$ cat src/rtl/irq_ctrl_n_pkg.sv
// irq_ctrl_n_pkg: register offsets and pin sense encodings for irq_ctrl_n
package irq_ctrl_n_pkg;
  localparam logic [1:0] PINMSK_OFS = 2'd0;
  localparam logic [1:0] PINSNS_OFS = 2'd1;
  localparam logic [1:0] PINFLG_OFS = 2'd2;
  localparam logic [1:0] DEVMSK_OFS = 2'd3;
  localparam logic [1:0] SNS_LOW  = 2'b00;
  localparam logic [1:0] SNS_ANY  = 2'b01;
  localparam logic [1:0] SNS_FALL = 2'b10;
  localparam logic [1:0] SNS_RISE = 2'b11;
endpackage

$ cat src/rtl/irq_ctrl_n_pin_chan.sv
// irq_pin_chan: synchroniser, edge detector and flag for one external pin
module irq_pin_chan
  import irq_ctrl_n_pkg::*;
#(
  parameter int SYNC_STAGES = 2
) (
  input  logic       clk_i,
  input  logic       rst_i,
  input  logic       ena_i,
  input  logic       pin_i,
  input  logic [1:0] sns,
  input  logic       guard,
  input  logic       clr,
  input  logic       msk,
  output logic       flag,
  output logic       irq
);
  // top bit is the previous sample, the one below it the synchronised pin
  logic [SYNC_STAGES:0] sr;
  logic p_s, p_q, ev;
  assign p_s = sr[SYNC_STAGES-1];
  assign p_q = sr[SYNC_STAGES];
  assign ev = ~guard & (sns == SNS_ANY  ? p_s ^ p_q :
                        sns == SNS_FALL ? p_q & ~p_s :
                        sns == SNS_RISE ? ~p_q & p_s : 1'b0);
  assign irq = msk & (sns == SNS_LOW ? ~p_s : flag);
  always_ff @(posedge clk_i)
    if (rst_i) begin
      sr   <= '0;
      flag <= 1'b0;
    end else if (ena_i) begin
      sr   <= {sr[SYNC_STAGES-1:0], pin_i};
      flag <= sns == SNS_LOW ? 1'b0 : ev ? 1'b1 : clr ? 1'b0 : flag;
    end
endmodule

$ cat src/rtl/irq_ctrl_n.sv
// irq_ctrl_n: parametrised external/device interrupt controller on the AVR I/O bus
module irq_ctrl_n
  import irq_ctrl_n_pkg::*;
#(
  parameter int         N_PIN       = 2,
  parameter int         N_DEV       = 3,
  parameter logic [5:0] BASE_ADR    = 6'h38,
  parameter int         SYNC_STAGES = 2
) (
  input  logic                   clk_i,
  input  logic                   rst_i,
  input  logic                   ena_i,
  input  logic [5:0]             adr_i,
  input  logic [7:0]             data_i,
  output logic [7:0]             data_o,
  input  logic                   re_i,
  input  logic                   we_i,
  output logic                   selected_o,
  input  logic [N_PIN-1:0]       pin_irq_i,
  input  logic [N_DEV-1:0]       dev_irq_i,
  input  logic [N_PIN-1:0]       irq_ack_i,
  output logic [N_PIN+N_DEV-1:0] ext_irq_o
);
  localparam logic [7:0] PIN_M = 8'((1 << N_PIN) - 1);
  localparam logic [7:0] SNS_M = 8'((1 << (2 * N_PIN)) - 1);
  localparam logic [7:0] DEV_M = 8'((1 << N_DEV) - 1);
  logic [5:0] ofs;
  logic hit, wr, sns_wr, flg_wr;
  logic [7:0] pinmsk, pinsns, devmsk;
  logic [N_PIN-1:0] flg, pin_irq;
  assign ofs        = adr_i - BASE_ADR;
  assign hit        = ofs[5:2] == 4'd0;
  assign selected_o = (re_i | we_i) & hit;
  assign wr         = we_i & ena_i & hit;
  assign sns_wr     = wr & (ofs[1:0] == PINSNS_OFS);
  assign flg_wr     = wr & (ofs[1:0] == PINFLG_OFS);
  always_ff @(posedge clk_i)
    if (rst_i) begin
      pinmsk <= 8'h00;
      pinsns <= 8'h00;
      devmsk <= DEV_M;
    end else if (wr) begin
      if (ofs[1:0] == PINMSK_OFS) pinmsk <= data_i & PIN_M;
      if (ofs[1:0] == PINSNS_OFS) pinsns <= data_i & SNS_M;
      if (ofs[1:0] == DEVMSK_OFS) devmsk <= data_i & DEV_M;
    end
  assign data_o = !selected_o               ? 8'h00 :
                  ofs[1:0] == PINMSK_OFS    ? pinmsk :
                  ofs[1:0] == PINSNS_OFS    ? pinsns :
                  ofs[1:0] == PINFLG_OFS    ? 8'(flg) : devmsk;
  for (genvar k = 0; k < N_PIN; k++) begin : g_pin
    irq_pin_chan #(.SYNC_STAGES(SYNC_STAGES)) u_chan (
      .clk_i (clk_i),
      .rst_i (rst_i),
      .ena_i (ena_i),
      .pin_i (pin_irq_i[k]),
      .sns   (pinsns[2*k +: 2]),
      .guard (sns_wr),
      .clr   (irq_ack_i[k] | (flg_wr & data_i[k])),
      .msk   (pinmsk[k]),
      .flag  (flg[k]),
      .irq   (pin_irq[k])
    );
  end
  assign ext_irq_o = {dev_irq_i & devmsk[N_DEV-1:0], pin_irq};
endmodule

$ cat config.mk
export PLATFORM = sky130hd
export DESIGN_NAME = irq_ctrl_n
export DESIGN_NICKNAME = d
export VERILOG_FILES = /design/src/rtl/irq_ctrl_n_pkg.sv /design/src/rtl/irq_ctrl_n_pin_chan.sv /design/src/rtl/irq_ctrl_n.sv
export SDC_FILE = /design/constraint.sdc
export NUM_CORES = 1
export LEC_CHECK = 0
export BUFFER_PORTS_ARGS = -buffer_cell sky130_fd_sc_hd__buf_4
export CORE_AREA = 3 3 52 54
export DETAILED_ROUTE_END_ITERATION = 6
export DIE_AREA = 0 0 55 57
export PLACE_DENSITY = 0.82
export SLEW_MARGIN = 0
export SYNTH_ARGS = -nofsm -noshare
export SYNTH_HDL_FRONTEND = slang
export SYNTH_SLANG_ARGS = --single-unit
$ cat constraint.sdc
create_clock -name clk_i -period 1.4 [get_ports clk_i]
set_input_delay 0.07 -clock clk_i [delete_from_list [all_inputs] [get_ports clk_i]]
set_output_delay 0.07 -clock clk_i [all_outputs]
set_load 0.005 [all_outputs]
==> run summary, run 1 <==
The proportion of layout cells with a drive suffix above 1 works out to 0.354. The worst ir drop on vdd was 0.532 mV. The mapped netlist covers 1070 um^2. The tools report the endpoint of the most critical register-to-register path as g_pin[1].u_chan.flag.

In this run the static leakage power is 0.657 nW. The initial core utilization was 0.477; the average cell area after synthesis was 8.60 um^2. The detailed-placement wirelength estimate is 1790 um.

In this run the critical register-to-register path is launched from g_pin[1].u_chan.sr[1]. Using the TritonRoute via totals, the vias-per-cell ratio works out to 4.98. The tightest hold path in the finished design has a slack of 0.00822 ns. The die area was 3140 um^2; the latest clock arrival within the worst-skew pair was 0.29 ns. Setup violations remaining at the end of the flow were counted as 2.

The completed layout was analyzed and its total power is 0.930 mW. Based on the critical path, the design can be clocked at up to 693 MHz. The routed wire length per instance is 12.7 um. The tightest min-delay check is of the in -> reg type. The worst hold path begins at data_i[3].

The total of warnings raised by yosys was 0; the final critical-path required period was 1.44 ns. The number of max-slew violations in the final report came out at 0. The tools report the number of global-route vias before repair as 888. The worst setup path is of the reg -> out kind.

In the final timing run, aggregate negative setup slack is -0.0641 ns. Counting flops and latches in the post-synthesis netlist gives 17. The final route contains 926 vias. The first detailed-routing pass ran for 4 iterations. The floorplan step defined a core boundary enclosing 2250 um^2.

The tools report the critical path startpoint category as a flip-flop. Data on the critical path is required at its endpoint by 1.33 ns. The worst hold path terminates at pinsns[3].

The first global-routing pass estimated 3790 um of wire. In the routed design, unresolved DRC markers number 0. The power density over the cells was 662 nW/um^2; the count of input and output buffers was 31. In this run the register-to-register setup slack is 0.19 ns.

The tools report the global-route usage over all layers as 0.157. The count of antenna-violating nets left after detailed routing came out at 0. The final hold violation count was 0. The number of antenna diodes in the final layout is 0.

The number of clock sinks is 17. The ratio of final minimum period to clock period was 1.03; the final layout net count was 190. TritonCTS built the clock tree. Clock tree synthesis inserted a total of 3 buffers. For this run, the leading register cell type out of synthesis is dfxtp_1. The worst register-to-register path has a depth of 5.

The clock transition at the register clock pins on the worst setup and hold paths after CTS is 0.11 ns. The synthesized design contains 0 enable-type register cells. The checks that failed: negative setup slack.

Counting along the longest clock path gives a buffer depth of 2. The die outline height was 57 um; the level count of the clock H-tree was 1. The portion of the post-synthesis area used by sequential elements is 0.317. The endpoint kind of the worst setup timing path is an output port. The tree is rooted in a clkbuf_4. Compared with the post-synthesis result, the final layout area differs by 30.7%. For the setup skew after layout, the log shows 0.00660 ns. Number of top-level design ports: 40. The run gives 0 as the number of antenna violations at the first check in global routing. Along the worst hold path, the cell count comes to 3. Standard-cell row count: 17. The largest driver fanout on the critical path was 2; the number of standard cells after synthesis was 125.

Setup repair after global routing could not meet its margin everywhere. Initial detailed-routing violation count: 9. The largest net degree at the start of global routing is 22, and the proportion of register bits with asynchronous set or reset after synthesis is 0.

The die width is 55 um, and the wire length after detailed routing is 2370 um. The run finished, with violations left. The tools report the worst setup margin as -0.0439 ns. Routability-driven placement finished with a final weighted congestion of 0.804. The number of different library cells used by synthesis comes to 29. The run gives -0.124 ns as the worst setup slack before clock tree synthesis. For the worst setup path, the data arrival time is 1.37 ns. Global routing finished with a remaining overflow of 0. The max-capacitance violation count is 0.
## metrics by stage
step | util | instances | area [um^2]
3_5_place_dp | 0.580 | 179 | 1310
6_report | 0.623 | 186 | 1410
5_1_grt | 0.623 | 186 | 1410
4_1_cts | 0.609 | 185 | 1370
3_3_place_gp | 0.580 | 179 | 1310
2_1_floorplan | - | 128 | 1090
## critical path: stages (launching register included)
cell and delay (ns):
dfxtp_4 0.36, mux4_2 0.44, and2_4 0.17, buf_6 0.11
## where the power goes
| group | internal [mW] | switching (mW) | total (mW) |
|---|---|---|---|
| registers | 0.487 | 0.00491 | 0.492 |
| logic | 0.0974 | 0.0758 | 0.173 |
| clock network | 0.106 | 0.159 | 0.265 |
## placed cells by master (no fill, tap or decap), types with 3 or more instances in the layout
master | synthesis | layout
inv_1 | 5 | 5
mux2i_1 | 13 | 13
nor2_1 | 22 | 21
nand2_1 | 5 | 5
nor3_1 | 5 | 5
a21oi_1 | 7 | 7
o21ai_0 | 5 | 5
clkbuf_4 | 0 | 3
and2_1 | 6 | 4
conb_1 | 1 | 4
nand3_1 | 4 | 4
dfxtp_1 | 17 | 13
buf_4 | 6 | 34
ha_1 | 5 | 4
## logic make-up after synthesis
group / synth area share
flip-flops: 0.317
AO/OA/AOI/OAI: 0.0698
multiplexers: 0.173
adder cells (fa/ha/maj): 0.0582
other: 0.00349
XOR/XNOR: 0.0256
buffers and inverters: 0.0745
AND/OR/NAND/NOR: 0.278
## cells in the mapped netlist, types with 2 or more instances
cell type,n,area [um^2]
a21boi_0,2,15.0
a21oi_1,7,35.0
and2_1,6,37.5
and3_1,2,12.5
and4b_1,2,20.0
buf_4,6,45.0
clkbuf_1,3,11.3
dfxtp_1,17,340
ha_1,5,62.6
inv_1,5,18.8
mux2i_1,13,130
mux4_2,2,45.0
nand2_1,5,18.8
nand2b_1,2,12.5
nand3_1,4,20.0
nand3b_1,2,15.0
nor2_1,22,82.6
nor3_1,5,25.0
o21ai_0,5,25.0
## layout make-up
type	count	area, um^2
multi-input combinational	96	696
inverter	5	18.8
sequential	17	350
clock buffer	3	22.5
fill	191	850
tap	28	35.0
clock inverter	1	5.00
timing repair buffer	36	278
## worst max-delay path by stage
stage	start	endpoint	slack (ns)
after floorplan	adr_i[3]	devmsk[0]	0.14
after global placement	adr_i[3]	devmsk[2]	-0.11
after detailed placement	adr_i[3]	devmsk[2]	-0.12
after CTS	pinsns[0]	data_o[0]	-0.04
after global routing	pinsns[0]	data_o[0]	-0.08
final	pinsns[0]	data_o[0]	-0.04
## registers in the layout (all words and copies together), names as in the netlist
name,count
g_pin.u_chan.sr,6
devmsk,3
pinmsk,2
pinsns,4
g_pin.u_chan.flag,2
## metal layers
| metal | vias to the layer above | share of wire | routed length [um] | GRT usage |
|---|---|---|---|---|
| met5 | - | 0 | 0 | 0 |
| met4 | 0 | 0.0051 | 12 | 0.0313 |
| met3 | 2 | 0.061 | 144 | 0.0235 |
| met2 | 23 | 0.51 | 1210 | 0.279 |
| li1 | 489 | - | - | - |
| met1 | 412 | 0.42 | 1000 | 0.195 |
## timing repair
item / in CTS / in global routing
setup endpoints to repair: 4 / 8
hold buffers: 0 / 0
gates resized for setup: 9 / 7
pin swaps: 1 / 3
buffers inserted: 2 / 1
endpoints found under the hold margin: 0 / 0
Note: power is estimated with default switching activity, not from simulation.
==> run 2: changes to the inputs <==
--- a/config.mk
+++ b/config.mk
@@ -7,10 +7,13 @@
 export LEC_CHECK = 0
 export BUFFER_PORTS_ARGS = -buffer_cell sky130_fd_sc_hd__buf_4
 export CORE_AREA = 3 3 52 54
+export CTS_CLUSTER_DIAMETER = 80
 export DETAILED_ROUTE_END_ITERATION = 6
 export DIE_AREA = 0 0 55 57
+export MAX_ROUTING_LAYER = met4
 export PLACE_DENSITY = 0.82
 export SLEW_MARGIN = 0
 export SYNTH_ARGS = -nofsm -noshare
 export SYNTH_HDL_FRONTEND = slang
 export SYNTH_SLANG_ARGS = --single-unit
+export TNS_END_PERCENT = 5
==> run summary, run 2 (synthesized netlist as in run 1, its figures left out) <==
The flow ran to the end, but the final reports show violations. The checks that failed: negative setup slack. For the share of the core filled with cells in the final layout, the log shows 0.615. The fraction of power consumed by sequential logic was 0.535; the highest clock rate was 695 MHz. Setup repair after global routing could not meet its margin everywhere.

The power share of the clock group was 0.283. The wire length after detailed routing was 2330 um. The tools report the setup skew after layout as 0.00844 ns.

STA classifies the critical path startpoint as a flip-flop. The proportion of power drawn by combinational gates was 0.182; the largest driver fanout on the critical path was 3. The arrival time reported for the critical path endpoint is 1.37 ns, and the number of hold buffers added after CTS is 0. Number of flip-flops in the largest register: 6.

The switching share of total power is 0.253. The run gives 17 as the standard-cell row count. The worst ir drop on vdd is 0.528 mV, and the routed wire length per instance is 12.6 um. The clock transition at the register clock pins on the worst setup and hold paths after CTS came out at 0.10 ns. The count of antenna-violating nets left after detailed routing is 0, and the proportion of layout cells with a drive suffix above 1 is 0.350.

The number of cells after detailed placement was 179. In the layout the commonest cells are buf_4 (33), nor2_1 (21), mux2i_1 (13), dfxtp_1 (13), a21oi_1 (7). Leaving out filler cells and counting taps, the final layout contains 185. The logs give 0.815 for the final weighted congestion in routability-driven placement and 3 for the total clock buffers created by CTS.

The area added between synthesis and finish was 29.1%; the initial detailed-routing violation count was 11. The critical hold path startpoint is data_i[3]. The die covers 3140 um^2. The data required time of the critical path came out at 1.33 ns.

The level count of the clock H-tree came out at 1. For the first-pass detailed-route iteration total, the log shows 4. The logs give 0.686 mW for the internal power summed over all cells and 2 for the maximum count of clock buffers along a single path. In this run the static leakage power is 0.651 nW.

In this run the register-to-register setup slack is 0.19 ns. The detailed router placed 927 vias in this run. The tree built by TritonCTS fans out to 17 sinks.

The ratio of final minimum period to clock period is 1.03. The critical path goes through mux4_2, and2_4, buf_6. Max-cap violations in this run came to 0. The worst hold path terminates at pinsns[3]. The logs give 0.00968 ns for the worst slack on hold paths and 0 for the number of max-slew violations in the final report. The detailed-placement wirelength estimate came out at 1790 um. Register with the highest flop count: g_pin.u_chan.sr. The largest individual stage delay along the critical path comes from the cell mux4_2.

Global routing finished with a remaining overflow of 0. The number of cells on the worst reg-to-reg path is 5. STA classifies the critical path endpoint as an output port.

For the number of global-route vias before repair, the log shows 890. The endpoint of the most critical register-to-register path is g_pin[1].u_chan.flag. The type of the worst setup path was reg -> out. The largest registers in the layout are g_pin.u_chan.sr (6), pinsns (4), devmsk (3). The largest single stage delay on the critical path is 0.46 ns. The placed cell area came out at 1310 um^2.

Overall power consumption after layout is estimated at 0.919 mW. Prior to clock tree synthesis, the placed netlist has a worst setup slack of -0.124 ns. The final layout contains 189 nets. The path class of the tightest hold or removal check is in -> reg.

Cell depth of the worst min-delay path: 3. The tools report the setup violation total in the final timing report as 2. The worst register-to-register path begins at g_pin[1].u_chan.sr[1]. The die width is 55 um, and the initial core utilization is 0.477.

0 antenna diodes ended up in the layout. The tree is rooted in a clkbuf_4. For the net switching power, the log shows 0.233 mW. The first global-routing pass estimated 3790 um of wire. TritonCTS built the clock tree.

Power spread over the standard cell area amounts to 663 nW/um^2. Global-route usage over all layers: 0.161. The most frequent standard cell in the layout excluding fill and tap cells was buf_4. The final critical-path required period is 1.44 ns, and the largest net degree at the start of global routing is 22. Setup total negative slack on the finished layout was measured at -0.0757 ns.

The tools report the number of antenna violations at the first check in global routing as 0. The final hold violation count is 0, and the latest clock arrival within the worst-skew pair is 0.29 ns. After detailed routing, the number of remaining DRC violations is 0. The die is 57 um tall.

The worst setup margin was -0.0387 ns; the number of top-level design ports was 40. The count of input and output buffers was 31. The region available for standard cell placement spans 2250 um^2. The routed via count divided by cell count was 5.01; the final instance area was 1390 um^2.
-- run 2: worst max-delay path by stage --
stage / startpoint / endpoint / slack (ns)
after floorplan: adr_i[3] / devmsk[0] / 0.14
after global placement: adr_i[3] / devmsk[2] / -0.11
after detailed placement: adr_i[3] / devmsk[2] / -0.12
after CTS: pinsns[1] / data_o[1] / -0.05
after global routing: devmsk[1] / data_o[1] / -0.08
final: devmsk[1] / data_o[1] / -0.04
-- run 2: worst max-delay path: cells and delay by family (launching register included) --
family | cells | cell delay [ns]
simple gates | 1 | 0.17
mux | 1 | 0.46
buf+inv | 1 | 0.10
flops | 1 | 0.34
-- run 2: metal layers --
metal	up-vias	wire length, um	track usage	part of all wire
li1	487	-	-	-
met1	411	1000	0.196	0.43
met2	27	1180	0.279	0.51
met3	2	133	0.0183	0.057
met4	0	12	0.0313	0.0052
met5	-	0	-	0
-- run 2: final cells by class --
class / instances / area, um^2
fillers: 194 / 867
clock inverters: 1 / 5.00
multi-input cells: 96 / 686
clock buffers: 3 / 22.5
well taps: 28 / 35.0
flip-flops and latches: 17 / 350
inverters: 5 / 18.8
repair buffers: 35 / 270
-- run 2: what timing repair did --
action / in CTS / in global routing
setup buffers: 2 / 0
resized for setup: 9 / 6
setup endpoints to repair: 4 / 8
pin swaps: 0 / 1
-- run 2: power groups by stage --
stage	Sequential, mW	Clock [mW]	Combinational (mW)
final	0.491	0.260	0.168
after global routing	0.493	0.287	0.185
after CTS	0.492	0.266	0.166
after detailed placement	0.507	0	0.161
after global placement	0.506	0	0.157
after floorplan	0.505	0	0.0889
